==> config.mk <==
export PLATFORM = sky130hd
export DESIGN_NAME = dl_rr_arbiter
export DESIGN_NICKNAME = d
export VERILOG_FILES = /design/src/rtl/dl_rr_arbiter.sv
export SDC_FILE = /design/constraint.sdc
export NUM_CORES = 1
export LEC_CHECK = 0
export CORE_MARGIN = 2
export CORE_UTILIZATION = 38
export DETAILED_ROUTE_END_ITERATION = 7
export PLACE_DENSITY_LB_ADDON = 0.05
export SYNTH_ARGS = -nofsm -noshare
export SYNTH_HDL_FRONTEND = slang
export SYNTH_SLANG_ARGS = --single-unit
==> constraint.sdc <==
create_clock -name clk -period 4.15 [get_ports clk]
set_clock_uncertainty 0.15 [all_clocks]
set_input_delay 0.6225 -clock clk [delete_from_list [all_inputs] [get_ports clk]]
set_output_delay 0.6225 -clock clk [all_outputs]
set_load 0.02 [all_outputs]
==> src/rtl/dl_rr_arbiter.sv <==
// Round-robin arbiter sharing one valid/ready output port between NUM_REQ requesters.
// The winner's payload lands in a single-entry buffer tagged with its source index.
module dl_rr_arbiter #(
  parameter  int unsigned NUM_REQ = 4,
  parameter  int unsigned DATA_W  = 32,
  localparam int unsigned ID_W    = (NUM_REQ > 1) ? $clog2(NUM_REQ) : 1
) (
  input  logic                        clk,
  input  logic                        rst_n,
  input  logic [NUM_REQ-1:0]          req_valid,
  input  logic [NUM_REQ*DATA_W-1:0]   req_data,
  input  logic [NUM_REQ-1:0]          req_mask,
  output logic [NUM_REQ-1:0]          req_ready,
  output logic                        out_valid,
  output logic [DATA_W-1:0]           out_data,
  output logic [ID_W-1:0]             out_id,
  input  logic                        out_ready
);

  logic                r_valid;
  logic [DATA_W-1:0]   r_data;
  logic [ID_W-1:0]     r_id;
  logic [ID_W-1:0]     r_ptr;

  logic [NUM_REQ-1:0]  w_elig;
  logic [NUM_REQ-1:0]  w_hi_mask;
  logic [NUM_REQ-1:0]  w_hi;
  logic [ID_W-1:0]     w_hi_idx;
  logic [ID_W-1:0]     w_lo_idx;
  logic [ID_W-1:0]     w_win;
  logic [DATA_W-1:0]   w_win_data;
  logic                w_any;
  logic                w_load_ok;
  logic                w_xfer;

  assign w_elig    = req_valid & req_mask;
  assign w_any     = |w_elig;
  assign w_load_ok = !r_valid || out_ready;
  // rst_n gates the handshake so nothing is accepted while reset is held
  assign w_xfer    = w_load_ok && w_any && rst_n;

  // Winner: lowest eligible index at or above ptr, else lowest eligible overall
  always_comb begin
    w_hi_mask = '0;
    w_hi_idx  = '0;
    w_lo_idx  = '0;
    for (int i = 0; i < NUM_REQ; i++) begin
      w_hi_mask[i] = (ID_W'(i) >= r_ptr);
    end
    w_hi = w_elig & w_hi_mask;
    for (int i = NUM_REQ - 1; i >= 0; i--) begin
      if (w_hi[i])   w_hi_idx = ID_W'(i);
      if (w_elig[i]) w_lo_idx = ID_W'(i);
    end
    w_win = (|w_hi) ? w_hi_idx : w_lo_idx;
  end

  always_comb begin
    w_win_data = '0;
    req_ready  = '0;
    for (int i = 0; i < NUM_REQ; i++) begin
      if (w_win == ID_W'(i)) begin
        w_win_data   = req_data[i*DATA_W +: DATA_W];
        req_ready[i] = w_xfer;
      end
    end
  end

  // Output buffer and priority pointer; a simultaneous drain and load replaces the entry
  always_ff @(posedge clk or negedge rst_n) begin
    if (!rst_n) begin
      r_valid <= 1'b0;
      r_data  <= '0;
      r_id    <= '0;
      r_ptr   <= '0;
    end else if (w_xfer) begin
      r_valid <= 1'b1;
      r_data  <= w_win_data;
      r_id    <= w_win;
      r_ptr   <= (w_win == ID_W'(NUM_REQ - 1)) ? '0 : w_win + ID_W'(1);
    end else if (r_valid && out_ready) begin
      r_valid <= 1'b0;
    end
  end

  assign out_valid = r_valid;
  assign out_data  = r_data;
  assign out_id    = r_id;

endmodule

==> qor.yml <==
status: "completed"
nets: 576
setup_viol: 0
finalCritPeriodShare: 0.918
endpoint_kind: "output port"
cp.arrival_ns: 3.04
crit_required_ns: 3.38
yosysSeqAreaShare: 0.378
die_width_um: 84.3
layout_common_cells: "176 x clkdlybuf4s50_1, 38 x nand2_1, 37 x dfrtp_1"
yosysTopAreaCellShare: 0.378
crit_fanout: 4
drv_slew: 0
slowest_stage: "clkdlybuf4s50_1"
grt_max_degree: 71
grt_pass1_wl_mm: 14.2
start_kind: "input pin"
layout_commonest_cell: "clkdlybuf4s50_1"
synth_edf_count: 0
drt_iter0_markers: 117
drv_cap: 0
p_seq_frac: 0.266
hold_violations: 0
final.min_clock_period_ns: 3.81
die_y_um: 84.3
io_pins: 178
ys_warn_count: 0
synthCells: 270
pwr-share-clk: 0.097
synth_cell_type_count: 32
layout-drive-gt1-share: 0.0463
synth_top_flop_cell: "dfrtp_1"
row_count: 29
path_cells: "clkdlybuf4s50_1, and2_1, and3_1, o32ai_1, ha_1, inv_1, nor2_1, clkdlybuf4s50_1"
routabilityCongestion: 0.910
crit_top_cell: "clkdlybuf4s50_1"
rsz0062_at_grt: "false"
synth_seq_cells: 37
cts_tree: "built"
hold_slack_ns: 0.289
postRouteAntennaNets: 0
die_area_um2: 7110
drt-total-wl_mm: 8.55
async_flop_share: 1.00
maxSlewHeadroom: 0.581
syn_to_final_growth_pct: 75.4
avgSynthCellArea_um2: 9.08
critical_path_class: "input pin to output port"
vias_per_cell: 5.47
synth_area_um2: 2450
leakage_uw: 0.00174
syn-num-nets: 413
hold_path.class: "input pin to asynchronous set/reset pin"
netlist.top_cell.by_area: "dfrtp_1"
swShare: 0.410
p_int_uw: 1380
post_cts_resize_count: 0
postCtsSetupRepairBufs: 0
nFillCells: 543
num_antenna_cells: 0
cts_buffers: 5
clkTransAtPathRegs_ns: 0.06
start_util: 0.390
peakVddDrop_mv: 0.407
power_frac_comb: 0.638
grt_use_total: 0.247
worstReg2RegStart: "r_ptr[1]"
detail_route.wl_per_cell_um: 16.8
cts_buffer_depth: 2
antenna_found_initial: 0
vias: 2785
dr.pass1.iters: 5
cts-root-buf: "clkbuf_8"
coreArea_um2: 6280
fmax_ghz: 0.263
p_switching_uw: 960
grt_pass1_vias: 2850
dp_cells: 503
drc: 0
clkSinkCount: 37
tightest_slew_ns: 0.629
ys_top_cells_by_area: "dfrtp_1 38%, a221o_1 13%, a22oi_1 10%"
setup_total_negative_slack_ns: 0
critical_path.startpoint: "req_valid[2]"
cp_slowest_stage_delay_ns: 0.61
grt.overflow.total: 0
hold_buffers: 0
instances_no_fill: 509
clk_latency_ns: 0.28
htree_levels: 2
power.density_nw_per_um2: 545
portBuffers: 177
hpwl_mm: 6.34
[layer usage]
metal	part of all wire	GRT usage	wire length, um
met5	0	0	0
met4	0.011	0.0587	93
met3	0.10	0.0777	877
met2	0.48	0.422	4120
met1	0.40	0.304	3460
[power groups by stage]
stage                     clock (uW)  combinational [uW]  sequential (uW)
after floorplan                    0                 663              820
final                            226                1490              622
after CTS                        237                1510              624
after global placement             0                1490              623
after detailed placement           0                1500              629
after global routing             251                1630              644
[critical path, delay by kind of cell]
family	cells	cell delay (ns)
buffers and inverters	3	1.07
adder cells (fa/ha/maj)	1	0.33
AO/OA/AOI/OAI	1	0.52
AND/OR/NAND/NOR	3	0.50
[stage by stage]
stage | setup slack, ns | power [uW] | util | instance area, um^2
floorplan | 1.04 | 1480 | - | 2450
global placement | 0.416 | 2110 | 0.673 | 4230
detailed placement | 0.366 | 2130 | 0.673 | 4230
CTS | 0.361 | 2370 | 0.685 | 4300
global route | 0.187 | 2520 | 0.685 | 4300
finish | 0.342 | 2340 | 0.685 | 4300
[flip-flops by register name (all words and copies together), names as in the netlist]
name,count
out_data,32
out_valid,1
out_id,2
r_ptr,2
[worst paths after layout]
| check | endpoint | slack, ns | cells past startpoint |
|---|---|---|---|
| max | req_ready[1] | 0.34 | 8 |
| min | out_data[20] | 0.29 | 2 |
| max reg2reg | out_data[23] | 1.21 | 9 |
| min reg2reg | out_data[22] | 0.33 | 2 |
| max in group asynchronous | out_data[2] | 3.22 | 2 |
| min in group clk | out_data[22] | 0.33 | 2 |
[cells by family after synthesis]
family,synth area share
AO/OA/AOI/OAI,0.425
adder cells (fa/ha/maj),0.0204
buffers and inverters,0.0761
flip-flops,0.378
multiplexers,0.00919
AND/OR/NAND/NOR,0.0914
[Yosys cell counts (3+ instances only)]
library cell and instances:
a22oi_1 33, nand2_1 38, dfrtp_1 37, o21a_1 32, nor2_1 4, a221o_1 31, and2_1 3, buf_1 3
ha_1 4, clkbuf_1 14, buf_6 5, buf_2 4, inv_1 6, o21ai_1 33
[final cells by class]
type,instances,area (um^2),area share
sequential,37,926,0.215
multi-input combinational,197,1350,0.314
inverter,7,26.3,0.00611
timing repair buffer,185,1830,0.425
tap,77,96.3,0.0224
clock buffer,5,68.8,0.0160
clock inverter,1,5.00,0.00116
(Power assumes the default switching activity.)
